==> config.mk <==
export PLATFORM = sky130hd
export DESIGN_NAME = if_fetch_unit_flat
export DESIGN_NICKNAME = d
export VERILOG_FILES = /design/src/rtl/if_fetch_unit_if.sv /design/src/rtl/if_fetch_unit.sv /design/src/flat_wrapper.sv
export SDC_FILE = /design/constraint.sdc
export NUM_CORES = 1
export LEC_CHECK = 0
export CORE_MARGIN = 3
export CORE_UTILIZATION = 45
export DETAILED_ROUTE_END_ITERATION = 6
export PLACE_DENSITY = 0.72
export SYNTH_ARGS = -nofsm -noshare
export SYNTH_HDL_FRONTEND = slang
export SYNTH_SLANG_ARGS = --single-unit
==> constraint.sdc <==
create_clock -name clk -period 7.3 [get_ports clk]
set_clock_uncertainty 0.05 [all_clocks]
set_input_delay 1.095 -clock clk [delete_from_list [all_inputs] [get_ports clk]]
set_output_delay 1.095 -clock clk [all_outputs]
set_load 0.01 [all_outputs]
==> src/rtl/if_fetch_unit_if.sv <==
// Fetch-unit bus bundle: instruction-memory request/response channel,
// redirect input from execute and the instruction handoff to decode.
//   master : the fetch unit (drives imem requests and the inst handoff)
//   slave  : the environment (imem, execute, decode)
interface if_fetch_unit_if #(
    parameter int XLEN = 64
);
    logic            imem_req_valid;
    logic            imem_req_ready;
    logic [XLEN-1:0] imem_req_addr;
    logic            imem_rsp_valid;
    logic [31:0]     imem_rsp_data;
    logic            redirect_valid;
    logic [XLEN-1:0] redirect_pc;
    logic            inst_valid;
    logic            inst_ready;
    logic [31:0]     inst;
    logic [XLEN-1:0] inst_pc;

    modport master (
        output imem_req_valid, imem_req_addr, inst_valid, inst, inst_pc,
        input  imem_req_ready, imem_rsp_valid, imem_rsp_data,
               redirect_valid, redirect_pc, inst_ready
    );

    modport slave (
        input  imem_req_valid, imem_req_addr, inst_valid, inst, inst_pc,
        output imem_req_ready, imem_rsp_valid, imem_rsp_data,
               redirect_valid, redirect_pc, inst_ready
    );
endinterface

==> src/rtl/if_fetch_unit.sv <==
// Instruction fetch stage.
// Issues in-order word fetches to instruction memory, buffers returned words
// (with their PCs) in a small FIFO for decode, and flushes/re-steers on a
// redirect from execute.
// Ports:
//   clk  - clock, all state on the rising edge
//   rst  - asynchronous reset, active low
//   bus  - if_fetch_unit_if.master: imem req/rsp, redirect, inst handoff
//
// state   | meaning
// S_BOOT  | first cycle after reset release, no request issued
// S_FETCH | normal operation, requests gated by the credit rule
module if_fetch_unit #(
    parameter int              XLEN       = 64,
    parameter logic [XLEN-1:0] RESET_PC   = XLEN'(64'h8000_0000),
    parameter int              FIFO_DEPTH = 2
) (
    input  logic           clk,
    input  logic           rst,
    if_fetch_unit_if.master bus
);
    localparam int AW = $clog2(FIFO_DEPTH);
    localparam int CW = AW + 1;

    typedef enum logic {S_BOOT, S_FETCH} state_t;

    state_t          state;
    state_t          state_nxt;
    logic            req_valid;

    logic [XLEN-1:0] fetch_pc;
    logic [XLEN-1:0] rsp_pc;
    logic [CW-1:0]   inflight;
    logic [CW-1:0]   drop_cnt;
    logic [CW-1:0]   fifo_count;
    logic [AW-1:0]   rd_ptr;
    logic [AW-1:0]   wr_ptr;

    logic [31:0]     data_mem [FIFO_DEPTH];
    logic [XLEN-1:0] pc_mem   [FIFO_DEPTH];

    logic            req_fire;
    logic            rsp_fire;
    logic            push;
    logic            pop;
    logic            credit_ok;
    logic [CW-1:0]   inflight_nxt;
    logic [XLEN-1:0] target_pc;
    logic            unused_redirect_bits;

    assign unused_redirect_bits = ^bus.redirect_pc[1:0];
    assign target_pc = {bus.redirect_pc[XLEN-1:2], 2'b00};

    // Buffered plus outstanding words may never exceed the FIFO size, so a
    // returning word always has a free slot.
    assign credit_ok = ({1'b0, inflight} + {1'b0, fifo_count}) < (CW+1)'(FIFO_DEPTH);

    assign req_fire = req_valid & bus.imem_req_ready;
    // A response with nothing outstanding is a protocol error and is ignored.
    assign rsp_fire = bus.imem_rsp_valid & (inflight != '0);
    assign push     = rsp_fire & (drop_cnt == '0) & ~bus.redirect_valid;
    assign pop      = bus.inst_valid & bus.inst_ready & ~bus.redirect_valid;

    assign inflight_nxt = inflight + CW'(req_fire) - CW'(rsp_fire);

    always_ff @(posedge clk or negedge rst) begin
        if (!rst) state <= S_BOOT;
        else      state <= state_nxt;
    end

    always_comb begin
        state_nxt = state;
        req_valid = 1'b0;
        case (state)
            S_BOOT:  state_nxt = S_FETCH;
            S_FETCH: req_valid = credit_ok;
            default: state_nxt = S_BOOT;
        endcase
    end

    always_ff @(posedge clk or negedge rst) begin
        if (!rst) begin
            fetch_pc   <= RESET_PC;
            rsp_pc     <= RESET_PC;
            inflight   <= '0;
            drop_cnt   <= '0;
            fifo_count <= '0;
            rd_ptr     <= '0;
            wr_ptr     <= '0;
        end else begin
            inflight <= inflight_nxt;
            if (bus.redirect_valid) begin
                // Everything still outstanding after this cycle belongs to the
                // old path; in-order return makes a simple count exact.
                fetch_pc   <= target_pc;
                rsp_pc     <= target_pc;
                drop_cnt   <= inflight_nxt;
                fifo_count <= '0;
                rd_ptr     <= '0;
                wr_ptr     <= '0;
            end else begin
                if (req_fire) fetch_pc <= fetch_pc + XLEN'(4);
                if (rsp_fire && drop_cnt != '0) drop_cnt <= drop_cnt - CW'(1);
                if (push) begin
                    wr_ptr <= wr_ptr + AW'(1);
                    rsp_pc <= rsp_pc + XLEN'(4);
                end
                if (pop) rd_ptr <= rd_ptr + AW'(1);
                fifo_count <= fifo_count + CW'(push) - CW'(pop);
            end
        end
    end

    always_ff @(posedge clk) begin
        if (push) begin
            data_mem[wr_ptr] <= bus.imem_rsp_data;
            pc_mem[wr_ptr]   <= rsp_pc;
        end
    end

    assign bus.imem_req_valid = req_valid;
    assign bus.imem_req_addr  = fetch_pc;
    assign bus.inst_valid     = (fifo_count != '0);
    assign bus.inst           = bus.inst_valid ? data_mem[rd_ptr] : 32'h0000_0013;
    // With the FIFO empty, report the PC the next buffered word will carry.
    assign bus.inst_pc        = bus.inst_valid ? pc_mem[rd_ptr] : rsp_pc;
endmodule
==> src/flat_wrapper.sv <==
// flat-port wrapper written by rule: the top's interface ports become plain ports
module if_fetch_unit_flat 
#(
    parameter int              XLEN       = 64,
    parameter logic [XLEN-1:0] RESET_PC   = XLEN'(64'h8000_0000),
    parameter int              FIFO_DEPTH = 2
)
  (clk, rst, bus_imem_req_valid, bus_imem_req_addr, bus_inst_valid, bus_inst, bus_inst_pc, bus_imem_req_ready, bus_imem_rsp_valid, bus_imem_rsp_data, bus_redirect_valid, bus_redirect_pc, bus_inst_ready);
  if_fetch_unit_if #(.XLEN(XLEN)) bus_i ();
  input  logic clk;
  input  logic rst;
  output wire logic [$bits(bus_i.imem_req_valid)-1:0] bus_imem_req_valid;
  output wire logic [$bits(bus_i.imem_req_addr)-1:0] bus_imem_req_addr;
  output wire logic [$bits(bus_i.inst_valid)-1:0] bus_inst_valid;
  output wire logic [$bits(bus_i.inst)-1:0] bus_inst;
  output wire logic [$bits(bus_i.inst_pc)-1:0] bus_inst_pc;
  input wire logic [$bits(bus_i.imem_req_ready)-1:0] bus_imem_req_ready;
  input wire logic [$bits(bus_i.imem_rsp_valid)-1:0] bus_imem_rsp_valid;
  input wire logic [$bits(bus_i.imem_rsp_data)-1:0] bus_imem_rsp_data;
  input wire logic [$bits(bus_i.redirect_valid)-1:0] bus_redirect_valid;
  input wire logic [$bits(bus_i.redirect_pc)-1:0] bus_redirect_pc;
  input wire logic [$bits(bus_i.inst_ready)-1:0] bus_inst_ready;
  assign bus_imem_req_valid = bus_i.imem_req_valid;
  assign bus_imem_req_addr = bus_i.imem_req_addr;
  assign bus_inst_valid = bus_i.inst_valid;
  assign bus_inst = bus_i.inst;
  assign bus_inst_pc = bus_i.inst_pc;
  assign bus_i.imem_req_ready = bus_imem_req_ready;
  assign bus_i.imem_rsp_valid = bus_imem_rsp_valid;
  assign bus_i.imem_rsp_data = bus_imem_rsp_data;
  assign bus_i.redirect_valid = bus_redirect_valid;
  assign bus_i.redirect_pc = bus_redirect_pc;
  assign bus_i.inst_ready = bus_inst_ready;
  if_fetch_unit #(.XLEN(XLEN), .RESET_PC(RESET_PC), .FIFO_DEPTH(FIFO_DEPTH)) u_core (.clk(clk), .rst(rst), .bus(bus_i));
endmodule
==> results.py, run 1 <==
metrics = {
    "power_and_ir_drop": {
        "p_clk_share_pct": 31.3,
        "p_sw_share_pct": 30.0,
        "vdd_drop_max_uv": 157,
        "p_int_mw": 3.92,
        "power.share.combinational_pct": 27.2,
        "leakagePower_nw": 6.91,
        "power.total_mw": 5.59,
        "pwr-share-seq_pct": 41.5,
        "power_density_nw_per_um2": 283,
        "switchingPower_mw": 1.68,
    },
    "synth": {
        "netlist_top_cells_count": "188 x edfxtp_1, 131 x dfrtp_1, 130 x nand2_1",
        "netlist_area_um2": 15700,
        "synthMuxAreaShare_pct": 9.41,
        "synth_compound_area_share_pct": 7.79,
        "ys_ff_latch": 321,
        "synth_area_leader_cell": "edfxtp_1",
        "synth_top_flop_cell": "edfxtp_1",
        "synth_cell_types": 60,
        "synth_top_area_share_pct": 36.0,
        "async_flop_share_pct": 41.4,
        "synth_edf_count": 188,
        "yosys_warnings": 0,
        "synthAdderAreaFrac_pct": 0.685,
        "synthXorXnorAreaFrac_pct": 3.63,
        "synth_top_family_by_area": "simple AND/OR/NAND/NOR gates",
        "syn_area_per_cell_um2": 11.3,
        "yosysSeqAreaShare_pct": 57.2,
        "synth_cells": 1395,
        "synth-simple-area-share_pct": 18.5,
        "synth_area_leaders": "edfxtp_1 36%, dfrtp_1 21%, mux2i_1 6.2%, mux2_2 3.2%, nand2_1 3.1%",
        "synth.most_common_cell": "edfxtp_1",
    },
    "clock_tree": {
        "post_cts_buffers": 0,
        "cts_buffer_depth": 3,
        "cts_buffers": 35,
        "cts_sinks": 321,
        "clock_latency_ns": 0.51,
        "cts_tree": "done",
        "ctsHoldBuffers": 0,
        "cts-root-buf": "clkbuf_16",
        "cts_max_level": 2,
        "path_clk_slew_ns": 0.06,
        "cts_resized": 0,
    },
    "die": {
        "dieArea_um2": 37200,
        "die_height_um": 193,
        "ioPinCount": 264,
        "rows": 67,
        "core_um2": 34000,
        "die_x_um": 193,
        "start_util_pct": 46.2,
    },
    "layout": {
        "n_antenna_cell": 0,
        "final_net_count": 1727,
        "final_util_pct": 58.2,
        "drive_above_1_share_pct": 7.55,
        "stdcell_area_um2": 19800,
        "syn_to_final_growth_pct": 25.9,
        "fill_cells": 2800,
    },
    "timing": {
        "worstMarginPinSlew_ns": 1.07,
        "rsz0062_at_grt": "no",
        "maxSlewViolCount": 0,
        "fin_setup_tns_ns": 0,
        "period_share_pct": 58.0,
        "slew_headroom_pct": 28.6,
        "layout_min_cycle_time_ns": 4.24,
        "hold_viol": 0,
        "fmax_mhz": 236,
        "setup_viol": 0,
    },
    "outcome": {
        "status": "completed",
    },
    "grt": {
        "antenna_found_initial": 0,
        "grt_max_degree": 129,
        "grt_use_total_pct": 22.2,
        "grt_pass1_wl_mm": 64.9,
        "grt_overflow": 0,
        "grt_pass1_vias": 11388,
    },
    "setup_path": {
        "slowest_delay_ns": 0.71,
        "worstPathMaxFanout": 46,
        "r2r_slack_ns": 3.67,
        "worst-path-buf-inv": 2,
        "cp.required_ns": 6.15,
        "worstPathArrival_ns": 3.09,
        "crit_path_end_kind": "output port",
        "path_class": "reg2out",
        "cp_top_family": "buffers and inverters",
        "start_kind": "flip-flop",
        "path_cells": "buf_4 > mux2i_1 > o21ai_0 > clkdlybuf4s50_1",
        "cpMaxStageDelayCell": "buf_4",
    },
    "detailed_routing": {
        "vias": 12099,
        "remaining_drc_errors": 0,
        "drt_wl_total_mm": 42.1,
        "routed.top_layer": "met4",
        "routed_via_density": 5.79,
        "routedWlPerCell_um": 20.1,
        "drt_iter0_markers": 1248,
        "wl_met1_mm": 18.8,
        "dr_wl_met2_mm": 19.1,
        "wl_met3_mm": 3.48,
        "ant_nets": 0,
        "first_pass_iters": 6,
    },
    "place": {
        "gp_congestion": 0.884,
        "postPlaceCellArea_um2": 18600,
        "dp_hpwl_mm": 28.9,
        "port_buffers": 257,
    },
    "worst_hold_path": {
        "holdCritPathClass": "reg2reg",
    },
    "run": {
        "cap_violations": 0,
    },
}
## state kept, by name, summed over array words and instances, names as in the netlist
name                      count
u_core.pc_mem               124
u_core.data_mem              64
u_core.bus.imem_req_addr     62
u_core.rsp_pc                62
u_core.drop_cnt               2
u_core.fifo_count             2
u_core.inflight               2
u_core.rd_ptr                 1
u_core.state                  1
u_core.wr_ptr                 1
## routing by layer
| layer | up-vias | GRT usage, % |
|---|---|---|
| li1 | 5675 | - |
| met1 | 5839 | 33.1 |
| met2 | 523 | 33.9 |
| met3 | 62 | 3.72 |
| met4 | 0 | 5.38 |
| met5 | - | 0 |
## stage by stage
stage          hold WS, ns  setup WS [ns]  std cells
3_5_place_dp         0.499           3.19       2028
2_1_floorplan        0.390           1.20       1398
3_3_place_gp         0.488           3.19       2028
4_1_cts              0.510           3.06       2091
5_1_grt              0.521           2.94       2091
6_report             0.514           3.06       2091
## kinds of logic after synthesis
group	count (synthesis)
buffers and inverters	109
DFF	321
xor gates and xnor gates	65
AOI/OAI and AO/OA	191
adders and majority gates	8
and+or+nand+nor	557
muxes	142
other	2
## final timing paths
path	start	end	cells after the start
max	u_core.rd_ptr$_DFFE_PN0P_	bus_inst_pc[46]	4
min	u_core.bus.imem_req_addr[31]$_DFFE_PN1P_	u_core.bus.imem_req_addr[31]$_DFFE_PN1P_	2
max reg2reg	u_core.fifo_count[0]$_DFF_PN0_	u_core.bus.imem_req_addr[44]$_DFFE_PN0P_	9
min reg2reg	u_core.bus.imem_req_addr[31]$_DFFE_PN1P_	u_core.bus.imem_req_addr[31]$_DFFE_PN1P_	2
max in group asynchronous	rst	u_core.bus.imem_req_addr[41]$_DFFE_PN0P_	2
min in group asynchronous	rst	u_core.bus.imem_req_addr[14]$_DFFE_PN0P_	1
## layout by cell type (no fill, tap or decap), types with 6 or more instances in the layout
cell type,Yosys,routed
clkdlybuf4s50_1,0,255
edfxtp_1,188,188
nand2_1,130,130
dfrtp_1,131,130
nor2_1,120,119
mux2i_1,97,97
o21ai_0,74,74
nand4_1,55,55
nor3_1,49,48
mux2_2,45,45
nand3_1,44,44
xnor2_1,43,43
nor4_1,42,42
a211oi_1,37,37
clkbuf_16,0,37
and4_1,25,25
inv_1,23,22
xor2_1,22,22
a21oi_1,22,22
and3_1,20,19
or4_1,12,12
buf_4,4,12
a31oi_1,10,10
nor3b_1,9,9
o31ai_1,9,9
or3_1,8,8
nor2b_1,7,7
and2_1,7,7
nand2b_1,7,7
ha_1,7,7
o31a_1,6,6
clkbuf_1,72,6
clkbuf_8,0,6
clkinv_1,0,6
## tightest hold or removal path, delay by kind of cell, from the launching register on
kind,cells,cell delay (ns)
AO/OA/AOI/OAI,2,0.15
flip-flops,1,0.40
## area by class of cell
| class | instances | area (um2) | share of cell area, % |
|---|---|---|---|
| sequential | 321 | 8980 | 45.4 |
| multi-input combinational | 968 | 6320 | 32.0 |
| timing repair buffer | 268 | 2660 | 13.5 |
| clock buffer | 49 | 1030 | 5.22 |
| tap | 448 | 561 | 2.84 |
| clock inverter | 14 | 115 | 0.582 |
| inverter | 23 | 88.8 | 0.450 |
## power groups by stage
stage,clock [mW],sequential (mW),combinational (mW)
global route,1.86,2.35,1.67
detailed placement,0,2.35,1.54
floorplan,0,2.30,0.791
global placement,0,2.34,1.52
CTS,1.78,2.32,1.54
finish,1.75,2.32,1.52
(Power assumes the default switching activity.)
==> run 2, diff against run 1 <==
- PLACE_DENSITY: 0.72 -> 0.69
- clock period: 7.3 -> 4.25 ns (I/O delays scaled with it)
==> results.py, run 2 (same netlist as run 1, synthesis figures left out) <==
metrics = {
    "outcome": {
        "status": "completed",
    },
    "layout": {
        "drive_above_1_share_pct": 7.86,
        "final_net_count": 1738,
        "n_antenna_cell": 0,
        "final_cell_mix": "255 x clkdlybuf4s50_1, 188 x edfxtp_1, 130 x nand2_1, 130 x dfrtp_1, 119 x nor2_1",
        "largest_register": "u_core.pc_mem",
        "syn_to_final_growth_pct": 26.6,
        "top_regs": "u_core.pc_mem x124, u_core.data_mem x64",
        "largest_register_ffs": 124,
        "final_common_cell": "clkdlybuf4s50_1",
    },
    "die": {
        "dieArea_um2": 37200,
        "rows": 67,
        "die_x_um": 193,
        "start_util_pct": 46.2,
        "core_um2": 34000,
        "ioPinCount": 264,
        "die_height_um": 193,
    },
    "detailed_routing": {
        "routedWlPerCell_um": 20.5,
        "first_pass_iters": 5,
        "ant_nets": 0,
        "drt_wl_total_mm": 43.1,
        "drt_iter0_markers": 932,
        "routed_via_density": 5.78,
        "remaining_drc_errors": 0,
        "vias": 12153,
    },
    "clock_tree": {
        "cts_buffer_depth": 3,
        "post_cts_buffers": 0,
        "cts_buffers": 35,
        "cts_tree": "done",
        "cts-root-buf": "clkbuf_16",
        "cts_sinks": 321,
        "clock_latency_ns": 0.51,
        "cts_resized": 0,
        "path_clk_slew_ns": 0.06,
        "cts_max_level": 2,
        "ctsHoldBuffers": 0,
    },
    "place": {
        "port_buffers": 257,
        "dp_hpwl_mm": 30.1,
        "gp_congestion": 0.912,
    },
    "timing": {
        "setup_viol": 0,
        "hold_viol": 0,
        "maxSlewViolCount": 0,
        "fmax_mhz": 289,
        "layout_min_cycle_time_ns": 3.46,
        "rsz0062_at_grt": "no",
        "period_share_pct": 81.4,
        "slew_headroom_pct": 33.4,
        "fin_setup_tns_ns": 0,
        "worstMarginPinSlew_ns": 0.999,
    },
    "power_and_ir_drop": {
        "p_int_mw": 6.72,
        "power.share.combinational_pct": 27.8,
        "pwr-share-seq_pct": 41.6,
        "p_clk_share_pct": 30.6,
        "vdd_drop_max_uv": 259,
        "power.total_mw": 9.61,
        "leakagePower_nw": 6.95,
        "switchingPower_mw": 2.89,
        "p_sw_share_pct": 30.0,
        "power_density_nw_per_um2": 483,
    },
    "setup_path": {
        "cpMaxStageDelayCell": "or4_1",
        "slowest_delay_ns": 0.69,
        "path_cells": "inv_1 > nor2_1 > fa_1 > nand4bb_4 > or4_1 > or4b_4 > or4_1 > a31oi_1",
        "path_class": "reg2reg",
        "worstPathMaxFanout": 13,
        "start_kind": "flip-flop",
        "r2r_slack_ns": 0.79,
        "cp_common_cell": "or4_1",
        "cp_top_family": "simple AND/OR/NAND/NOR gates",
        "timing.rr.start": "u_core.fifo_count[0]$_DFF_PN0_",
        "worstPathArrival_ns": 3.84,
        "cp.required_ns": 4.63,
        "rr_endpoint": "u_core.bus.imem_req_addr[43]$_DFFE_PN0P_",
        "crit_path_end_kind": "flip-flop",
        "worst-path-buf-inv": 1,
        "r2r_cells": 8,
    },
    "grt": {
        "grt_overflow": 0,
        "grt_use_total_pct": 22.6,
        "grt_max_degree": 95,
        "grt_pass1_vias": 11625,
        "antenna_found_initial": 0,
        "grt_pass1_wl_mm": 66.0,
    },
    "worst_hold_path": {
        "holdCritPathClass": "in2async",
    },
    "run": {
        "cap_violations": 0,
    },
}
run 2: how the worst max path moves through the flow:
stage | startpoint | slack (ns) | depth (start not counted) | endpoint
global placement | bus_imem_req_ready | 0.77 | 6 | u_core.bus.imem_req_addr[43]$_DFFE_PN0P_
global route | u_core.inflight[0]$_DFF_PN0_ | 0.62 | 8 | u_core.bus.imem_req_addr[43]$_DFFE_PN0P_
CTS | u_core.fifo_count[1]$_DFF_PN0_ | 0.73 | 5 | bus_inst_pc[4]
detailed placement | bus_imem_req_ready | 0.74 | 6 | u_core.bus.imem_req_addr[43]$_DFFE_PN0P_
finish | u_core.fifo_count[0]$_DFF_PN0_ | 0.79 | 8 | u_core.bus.imem_req_addr[43]$_DFFE_PN0P_
floorplan | bus_redirect_valid | 0.04 | 5 | u_core.data_mem[0][0]$_DFFE_PP_
run 2: cell type report:
type	instances	area, um2
Tap cell	448	561
Inverter	23	88.8
Fill cell	2775	14100
Timing Repair Buffer	279	2810
Clock buffer	54	1050
Sequential cell	321	8980
Clock inverter	8	65.1
Multi-Input combinational cell	968	6320
run 2: routing by layer:
metal | up-vias | global-route usage (%) | part of all wire, %
met1 | 5930 | 33.2 | 45
li1 | 5680 | - | -
met5 | - | 0 | 0
met3 | 61 | 3.61 | 7.3
met4 | 0 | 5.02 | 1.8
met2 | 482 | 35.5 | 46
run 2: per-stage QoR:
| stage | cell area [um2] | std cells | setup WS, ns | hold WS (ns) | utilization (%) |
|---|---|---|---|---|---|
| 4_1_cts | 19900 | 2101 | 0.731 | 0.289 | 58.5 |
| 6_report | 19900 | 2101 | 0.789 | 0.246 | 58.5 |
| 2_1_floorplan | 15700 | 1398 | 0.0373 | 0.292 | - |
| 3_5_place_dp | 18800 | 2039 | 0.737 | 0.493 | 55.3 |
| 5_1_grt | 19900 | 2101 | 0.618 | 0.333 | 58.5 |
| 3_3_place_gp | 18800 | 2039 | 0.774 | 0.477 | 55.3 |
run 2: power groups by stage:
stage,combinational [mW],clock (mW),sequential (mW)
finish,2.67,2.95,3.99
global route,2.91,3.14,4.03
CTS,2.71,3.02,3.98
detailed placement,2.69,0,4.04
global placement,2.66,0,4.02
floorplan,1.36,0,3.94
==> run 3, diff against run 2 <==
- clock period: 4.25 -> 3.4 ns (I/O delays scaled with it)
==> results.py, run 3 (same netlist as run 1, synthesis figures left out) <==
metrics = {
    "clock_tree": {
        "cts_buffer_depth": 3,
        "cts-root-buf": "clkbuf_16",
        "cts_sinks": 321,
        "cts_tree": "done",
        "path_clk_slew_ns": 0.06,
        "cts_max_level": 2,
        "cts_buffers": 36,
        "clock_latency_ns": 0.51,
    },
    "detailed_routing": {
        "vias": 12323,
        "routedWlPerCell_um": 20.5,
        "remaining_drc_errors": 0,
        "routed_via_density": 5.80,
        "drt_iter0_markers": 1022,
        "drt_wl_total_mm": 43.6,
        "ant_nets": 0,
        "first_pass_iters": 5,
    },
    "place": {
        "gp_congestion": 0.904,
        "place_inst": 2057,
        "port_buffers": 257,
        "dp_hpwl_mm": 31.2,
    },
    "layout": {
        "final_common_cell": "clkdlybuf4s50_1",
        "fin_cells": 2123,
        "final_cell_mix": "255 x clkdlybuf4s50_1, 188 x edfxtp_1, 130 x nand2_1, 130 x dfrtp_1, 119 x nor2_1",
        "fill_cells": 2814,
        "n_antenna_cell": 0,
        "drive_above_1_share_pct": 9.37,
        "largest_register": "u_core.pc_mem",
        "syn_to_final_growth_pct": 29.0,
        "final_util_pct": 59.6,
        "final_net_count": 1758,
        "largest_register_ffs": 124,
        "top_regs": "u_core.pc_mem x124, u_core.data_mem x64",
    },
    "timing": {
        "worstMarginPinSlew_ns": 0.900,
        "timing.hold.ws_ns": 0.348,
        "slew_headroom_pct": 39.5,
        "period_share_pct": 95.6,
        "fmax_mhz": 308,
        "rsz0062_at_grt": "no",
        "maxSlewViolCount": 0,
        "setup_viol": 0,
        "hold_viol": 0,
        "layout_min_cycle_time_ns": 3.25,
    },
    "power_and_ir_drop": {
        "p_sw_share_pct": 29.4,
        "power.share.combinational_pct": 27.3,
        "vdd_drop_max_uv": 310,
        "switchingPower_mw": 3.70,
        "power_density_nw_per_um2": 622,
        "p_int_mw": 8.90,
        "pwr-share-seq_pct": 39.4,
        "p_clk_share_pct": 33.2,
        "leakagePower_nw": 7.16,
        "power.total_mw": 12.6,
    },
    "die": {
        "start_util_pct": 46.2,
        "die_height_um": 193,
        "rows": 67,
        "dieArea_um2": 37200,
        "die_x_um": 193,
        "ioPinCount": 264,
        "core_um2": 34000,
    },
    "setup_path": {
        "rr_endpoint": "u_core.bus.imem_req_addr[43]$_DFFE_PN0P_",
        "path_class": "reg2reg",
        "timing.rr.start": "u_core.fifo_count[0]$_DFF_PN0_",
        "worstPathMaxFanout": 7,
        "start_kind": "flip-flop",
        "cpMaxStageDelayCell": "or4b_4",
        "path_cells": "inv_1 > nor2_1 > fa_1 > nand4bb_4 > or4_4 > or4b_4 > or4_1 > a31oi_1",
        "cp.required_ns": 3.78,
        "r2r_cells": 8,
        "crit_path_end_kind": "flip-flop",
        "r2r_slack_ns": 0.15,
        "slowest_delay_ns": 0.58,
        "worstPathArrival_ns": 3.63,
    },
    "grt": {
        "grt_use_total_pct": 22.8,
        "grt_overflow": 0,
        "grt_pass1_wl_mm": 66.8,
        "grt_max_degree": 52,
        "grt_pass1_vias": 11686,
        "antenna_found_initial": 0,
    },
    "worst_hold_path": {
        "min_to": "u_core.rd_ptr$_DFFE_PN0P_",
        "worstHoldPathCells": 2,
        "holdCritPathClass": "in2reg",
        "min_from": "bus_redirect_valid",
    },
    "outcome": {
        "status": "completed",
    },
    "run": {
        "cap_violations": 0,
    },
}
-- run 3: cell count changes in the layout (fill, tap and decap cells not counted), moves of 2 or more --
cell / previous run / this run
buf_12: 6 / 11
inv_6: 0 / 2
bufinv_16: 1 / 7
buf_4: 18 / 31
clkinvlp_4: 2 / 0
clkinv_2: 1 / 3
clkbuf_1: 12 / 6
-- run 3: final cells by class --
| class | instances | area, um2 | share of cell area (%) |
|---|---|---|---|
| Tap cell | 448 | 561 | 2.77 |
| Multi-Input combinational cell | 968 | 6330 | 31.2 |
| Clock inverter | 17 | 262 | 1.29 |
| Inverter | 23 | 88.8 | 0.439 |
| Clock buffer | 48 | 1020 | 5.02 |
| Timing Repair Buffer | 298 | 3020 | 14.9 |
| Sequential cell | 321 | 8980 | 44.3 |
-- run 3: worst max-delay path by stage --
stage / startpoint / endpoint / slack, ns / depth (start not counted)
finish: u_core.fifo_count[0]$_DFF_PN0_ / u_core.bus.imem_req_addr[43]$_DFFE_PN0P_ / 0.15 / 8
global route: u_core.fifo_count[0]$_DFF_PN0_ / u_core.bus.imem_req_addr[43]$_DFFE_PN0P_ / 0.03 / 8
CTS: u_core.fifo_count[0]$_DFF_PN0_ / u_core.bus.imem_req_addr[43]$_DFFE_PN0P_ / 0.10 / 8
detailed placement: u_core.fifo_count[0]$_DFF_PN0_ / u_core.bus.imem_req_addr[29]$_DFFE_PN0P_ / 0.16 / 9
global placement: u_core.fifo_count[0]$_DFF_PN0_ / u_core.bus.imem_req_addr[31]$_DFFE_PN1P_ / 0.19 / 9
floorplan: bus_redirect_valid / u_core.data_mem[0][0]$_DFFE_PP_ / -0.42 / 5
-- run 3: worst max-delay path, delay by kind of cell (launching register included) --
kind / cells / cell delay (ns)
AO/OA/AOI/OAI: 1 / 0.18
adder cells (fa/ha/maj): 1 / 0.46
buffers and inverters: 1 / 0.09
flip-flops: 1 / 0.39
AND/OR/NAND/NOR: 5 / 2.00
-- run 3: metrics by stage --
stage                     setup slack (ns)  TNS (ns)  area [um2]
after global placement               0.187         0       19000
final                                0.149         0       20300
after detailed placement             0.159         0       19000
after floorplan                     -0.418    -39.30       15800
after global routing                0.0342         0       20300
after CTS                            0.101         0       20200
-- run 3: power by group through the flow --
stage | clock network (mW) | logic [mW] | registers [mW]
global route | 4.43 | 3.74 | 5.02
floorplan | 0 | 1.71 | 4.92
CTS | 4.26 | 3.49 | 4.96
global placement | 0 | 3.43 | 5.00
detailed placement | 0 | 3.47 | 5.03
finish | 4.18 | 3.44 | 4.97
-- run 3: repair_timing --
item,CTS,global route
hold endpoints to repair,36,0
buffers inserted,0,0
setup endpoints to repair,0,1
hold buffers,1,0
resized for setup,0,1
-- run 3: routing by layer --
layer  track usage, %  share of wire (%)  vias to the layer above
li1                 -                  -                     5749
met1             34.1                 45                     5999
met2             35.4                 45                      521
met3             3.43                8.3                       54
met4             5.10                1.7                        0
met5                0                  0                        -
==> edit 1 (config.mk and constraints of run 2) <==
`XLEN` is set to 64 in 3 places; all go to 60.
--- a/src/rtl/if_fetch_unit_if.sv
+++ b/src/rtl/if_fetch_unit_if.sv
@@ -5,3 +5,3 @@
 interface if_fetch_unit_if #(
-    parameter int XLEN = 64
+    parameter int XLEN = 60
 );
--- a/src/rtl/if_fetch_unit.sv
+++ b/src/rtl/if_fetch_unit.sv
@@ -13,3 +13,3 @@
 module if_fetch_unit #(
-    parameter int              XLEN       = 64,
+    parameter int              XLEN       = 60,
     parameter logic [XLEN-1:0] RESET_PC   = XLEN'(64'h8000_0000),
--- a/src/flat_wrapper.sv
+++ b/src/flat_wrapper.sv
@@ -3,3 +3,3 @@
 #(
-    parameter int              XLEN       = 64,
+    parameter int              XLEN       = 60,
     parameter logic [XLEN-1:0] RESET_PC   = XLEN'(64'h8000_0000),
Ports: changed (resized bus_imem_req_addr, bus_inst_pc and bus_redirect_pc); port bits go from 264 to 252. No check against the original RTL was run, so the function may have changed too.
==> edit 1 against run 2 <==
  * Via count is 11% lower
  * Clock power is 2% lower
  * Routed wire length is 11% lower
  * Sequential cell count is 16 lower
  * Synthesized area is 8.0% lower
  * Final area is 6.9% lower
  * Count of clock-buffer cells in the layout is 6 lower
  * Total power is 5.9% lower
  * Cell count is 9.9% lower
  * Sequential share of layout area is 0.96 points higher
  * Worst setup slack worse by 0.082 ns
  * Worst hold slack worse by 0.078 ns
  * First-iteration DRC count is 12% lower
  * Largest cell class unchanged
==> edit 1: results (changes against run 2) <==
----------------------------------------------------
[Layout]
  Count of non-CTS inverters in the layout ... 22 (was 23)
  Non-clock buffer contribution to total cell area ... 14.4% (was 14.1%)
  Largest registers ranked by flip-flop count ... u_core.pc_mem (116), u_core.data_mem (64) (was u_core.pc_mem (124), u_core.data_mem (64))
  Non-Clock Buffer Count ... 269 (was 279)
  Number of nets in the layout ... 1581 (was 1738)
  Multi-input combinational cell count ... 843 (was 968)
  Post-Route Utilization ... 59.4% (was 58.5%)
  Clk_buf instances ... 48 (was 54)
  Total of fill cells in the finished design ... 2532 (was 2775)
  Sequential cell area ... 8540 sq um (was 8980 sq um)

[Power and ir drop]
  Clock group share of total power ... 32.0% (was 30.6%)
  Maximum vdd drop ... 0.247 mV (was 0.259 mV)
  Power drawn by the combinational cells ... 2.40 mW (was 2.67 mW)
  Power Clock ... 2.90 mW (was 2.95 mW)
  Total net switching power ... 2.63 mW (was 2.89 mW)

[Yosys]
  Number of enable-type register cells in the synthesized netlist ... 180 (was 188)
  Part of the Yosys area used for sequential elements ... 59.1% (was 57.2%)
  Post-synth ARST share ... 41.0% (was 41.4%)
  Number of distinct library cells after synthesis ... 50 (was 60)
  Avg Synthesized Cell Area ... 11.7 sq um (was 11.3 sq um)

[Global route]
  Met2 track utilization from global routing ... 33.5% (was 35.5%)
  Global-route wire length before repair ... 59100 um (was 66000 um)
  Pin count of the biggest net entering global routing ... 126 (was 95)
  Met1 track demand over resource in global routing ... 32.7% (was 33.2%)
  Met3 track demand over resource ... 3.67% (was 3.61%)
  Tot GR Track Use ... 21.9% (was 22.6%)

[Place]
  Placer's final routability congestion estimate ... 0.904 (was 0.912)
  Placed cell count ... 1835 (was 2039)
  Post-detail-place hpwl ... 26700 um (was 30100 um)
  Pre-CTS setup slack ... 0.799 ns (was 0.737 ns)

[Clocking]
  TritonCTS Sinks ... 305 (was 321)

[Setup path]
  Largest stage delay, worst path ... 0.49 ns (was 0.69 ns)
  Arrival @ worst endpoint ... 2.86 ns (was 3.84 ns)
  Slowest cell on crit path ... nor2_4 (was or4_1)

[Run status]
  Result of the run ... complete, no violations (unchanged)

[Routing]
  Drt first-iter violations ... 820 (was 932)
  WL per Instance ... 20.1 um (was 20.5 um)

[Timing]
  Max transition margin ... 51.3% (was 33.4%)

----------------------------------------------------
## edit 1: routing by layer
| metal | part of all wire [%] | vias up |
|---|---|---|
| met5 | 0 | - |
| li1 | - | 5080 |
| met4 | 2.0 | 0 |
| met3 | 6.9 | 51 |
| met2 | 45 | 414 |
| met1 | 46 | 5277 |
## edit 1: path summary, 6_finish.rpt
check | depth (start not counted) | to | from | slack, ns
max in group asynchronous | 2 | u_core.rd_ptr$_DFFE_PN0P_ | rst | 3.37
min in group clk | 0 | u_core.pc_mem[1][55]$_DFFE_PP_ | u_core.rsp_pc[55]$_DFFE_PN0N_ | 0.52
worst min register to register | 0 | u_core.pc_mem[1][55]$_DFFE_PP_ | u_core.rsp_pc[55]$_DFFE_PN0N_ | 0.52
worst max register to register | 9 | u_core.bus.imem_req_addr[39]$_DFFE_PN0P_ | u_core.fifo_count[0]$_DFF_PN0_ | 0.83
worst max-delay path | 5 | bus_inst[6] | u_core.fifo_count[1]$_DFF_PN0_ | 0.71
worst min-delay path | 2 | u_core.rsp_pc[14]$_DFFE_PN0N_ | rst | 0.17
## edit 1: kinds of logic (layout without fill, tap and decap cells)
logic type / count (synthesis) / after routing / share of synthesized area [%]
DFF: 305 / 305 / 59.1
other: 2 / 5 / 0.0520
and+or+nand+nor: 447 / 447 / 16.0
AOI/OAI and AO/OA: 178 / 178 / 7.71
muxes: 140 / 140 / 10.1
adders and majority gates: 8 / 8 / 0.745
buffers and inverters: 85 / 349 / 2.34
xor gates and xnor gates: 65 / 65 / 3.94
## edit 1: critical path, delay by kind of cell, from the launching register on
kind | cells | cell delay (ns)
DFF | 1 | 0.47
and+or+nand+nor | 2 | 0.60
buffers and inverters | 3 | 1.29
==> edit 2 (settings of run 2) <==
Made on the original files. Reset style: synchronous (`rst`), changed in 2 clocked blocks. Comments in the files are not updated.
--- a/src/rtl/if_fetch_unit.sv
+++ b/src/rtl/if_fetch_unit.sv
@@ -65,3 +65,3 @@
 
-    always_ff @(posedge clk or negedge rst) begin
+    always_ff @(posedge clk) begin
         if (!rst) state <= S_BOOT;
@@ -80,3 +80,3 @@
 
-    always_ff @(posedge clk or negedge rst) begin
+    always_ff @(posedge clk) begin
         if (!rst) begin
Formal check against the unedited RTL: differs if rst is asserted again (counterexample within 4 cycles, from zero or initial values and one cycle with rst low); with rst held inactive, the same outputs for 4 cycles.
==> edit 2 against run 2 <==
  * Sequential cell count rose by 1
  * Synthesized area decreased by 5.8%
  * Fmax is 1.6% higher
  * Utilization is 0.67 points higher
  * Largest cell class unchanged
  * Highest routed layer unchanged
  * Routed wire length down 0.69%
  * Final area down 4.8%
  * Worst setup slack gained 0.056 ns
  * Critical endpoint is now u_core.bus.imem_req_addr[57]$_SDFFE_PN0P_
  * Non-clock buffer count rose by 3
Power is not compared: it rests on default switching activity, and its combinational part moved more than twofold at a synthesized area within 25%.
==> edit 2: results (changes against run 2) <==
----------------------------------------------------
[Timing]
  Final period utilization ... 80.1% (was 81.4%)

[Routing]
  Detailed-route vias per instance ... 5.86 (was 5.78)
  Met2 WL post-DR ... 19300 um (was 19900 um)
  Met3 wire length ... 3570 um (was 3150 um)
  Routed wire length ... 42800 um (was 43100 um)
  Drt first-iter violations ... 1288 (was 932)
  WL per Instance ... 20.3 um (was 20.5 um)

[Run status]
  Result of the run ... complete, no violations (unchanged)

[Global route]
  Pin count of the biggest net entering global routing ... 125 (was 95)
  Tot GR Track Use ... 23.6% (was 22.6%)
  Met2 track utilization from global routing ... 35.9% (was 35.5%)
  Met3 track demand over resource ... 5.08% (was 3.61%)
  Global-route wire length before repair ... 66400 um (was 66000 um)
  Met1 track demand over resource in global routing ... 33.9% (was 33.2%)

[Yosys]
  Post-synth ARST share ... 0% (was 41.4%)
  Part of the Yosys area used for sequential elements ... 56.3% (was 57.2%)
  Top post-synthesis cells by area ... edfxtp_1 (38%), dfxtp_1 (18%), mux2i_1 (6.4%), o21ai_0 (4.9%), nand2_1 (3.5%) (was edfxtp_1 (36%), dfrtp_1 (21%), mux2i_1 (6.2%), mux2_2 (3.2%), nand2_1 (3.1%))
  Number of distinct library cells after synthesis ... 52 (was 60)
  List of most frequent post-synthesis cells ... edfxtp_1 (188), o21ai_0 (144), nand2_1 (138) (was edfxtp_1 (188), dfrtp_1 (131), nand2_1 (130))
  Avg Synthesized Cell Area ... 10.5 sq um (was 11.3 sq um)

[Setup path]
  Maximum net fanout on the critical path ... 17 (was 13)
  Largest stage delay, worst path ... 0.58 ns (was 0.69 ns)

[Place]
  Placement Cell Area ... 17800 sq um (was 18800 sq um)
  Placed cell count ... 2044 (was 2039)
  Placer's final routability congestion estimate ... 0.885 (was 0.912)
  Post-detail-place hpwl ... 30000 um (was 30100 um)
  Pre-CTS setup slack ... 0.879 ns (was 0.737 ns)

[Worst hold path]
  Hold Path Class ... reg2reg (was in2async)

[Layout]
  Layout cells sized above 1 ... 5.21% (was 7.86%)

----------------------------------------------------
[edit 2: changes by cell type in the layout (fill, tap and decap cells not counted), moves of 21 or more]
cell      change
o21ai_0      +70
dfrtp_1     -130
dfxtp_1     +133
mux2_2       -45
or4_1        +21
a31oi_1      +40
or3_1        +22
a211oi_1     -29
a21oi_1      +32
nor2_1       -47
[edit 2: path summary, 6_finish.rpt]
kind,from,endpoint,cells past startpoint
max,u_core.fifo_count[0]$_SDFF_PP0_,u_core.bus.imem_req_addr[57]$_SDFFE_PN0P_,10
min reg2reg,u_core.rd_ptr$_SDFFE_PP0P_,flip-flop,2
max reg2reg,u_core.fifo_count[0]$_SDFF_PP0_,u_core.bus.imem_req_addr[57]$_SDFFE_PN0P_,10
min,u_core.rd_ptr$_SDFFE_PP0P_,flip-flop,2
[edit 2: power breakdown]
part,leakage [nW],total (mW),internal (mW),switching [mW]
clock network,0.531,2.97,1.76,1.21
registers,2.83,3.72,3.52,0.201
logic,2.55,1.02,0.490,0.529
[edit 2: final cells by class]
cell class,instances,area [sq um],area share [%]
tap,435,544,2.88
sequential,322,8330,44.0
clock inverter,10,129,0.681
clock buffer,52,970,5.12
timing repair buffer,282,2810,14.9
multi-input combinational,980,6040,31.9
inverter,25,96.3,0.509
[edit 2: worst register-to-register path: stages (launching register included)]
cell and delay, ns:
dfxtp_1 0.38, inv_1 0.08, nor2_1 0.14, fa_1 0.44, nand4bb_1 0.44, nor4_1 0.58
buf_4 0.23, nand4_1 0.10, buf_4 0.24, or4_1 0.49, a31oi_1 0.17
[edit 2: kinds of logic after synthesis]
family	after synthesis	share of synthesized area, %
and+or+nand+nor	507	18.0
DFF	322	56.3
AOI/OAI and AO/OA	310	12.2
buffers and inverters	111	2.98
muxes	95	6.43
xor gates and xnor gates	56	3.32
adders and majority gates	8	0.728
other	1	0.0254
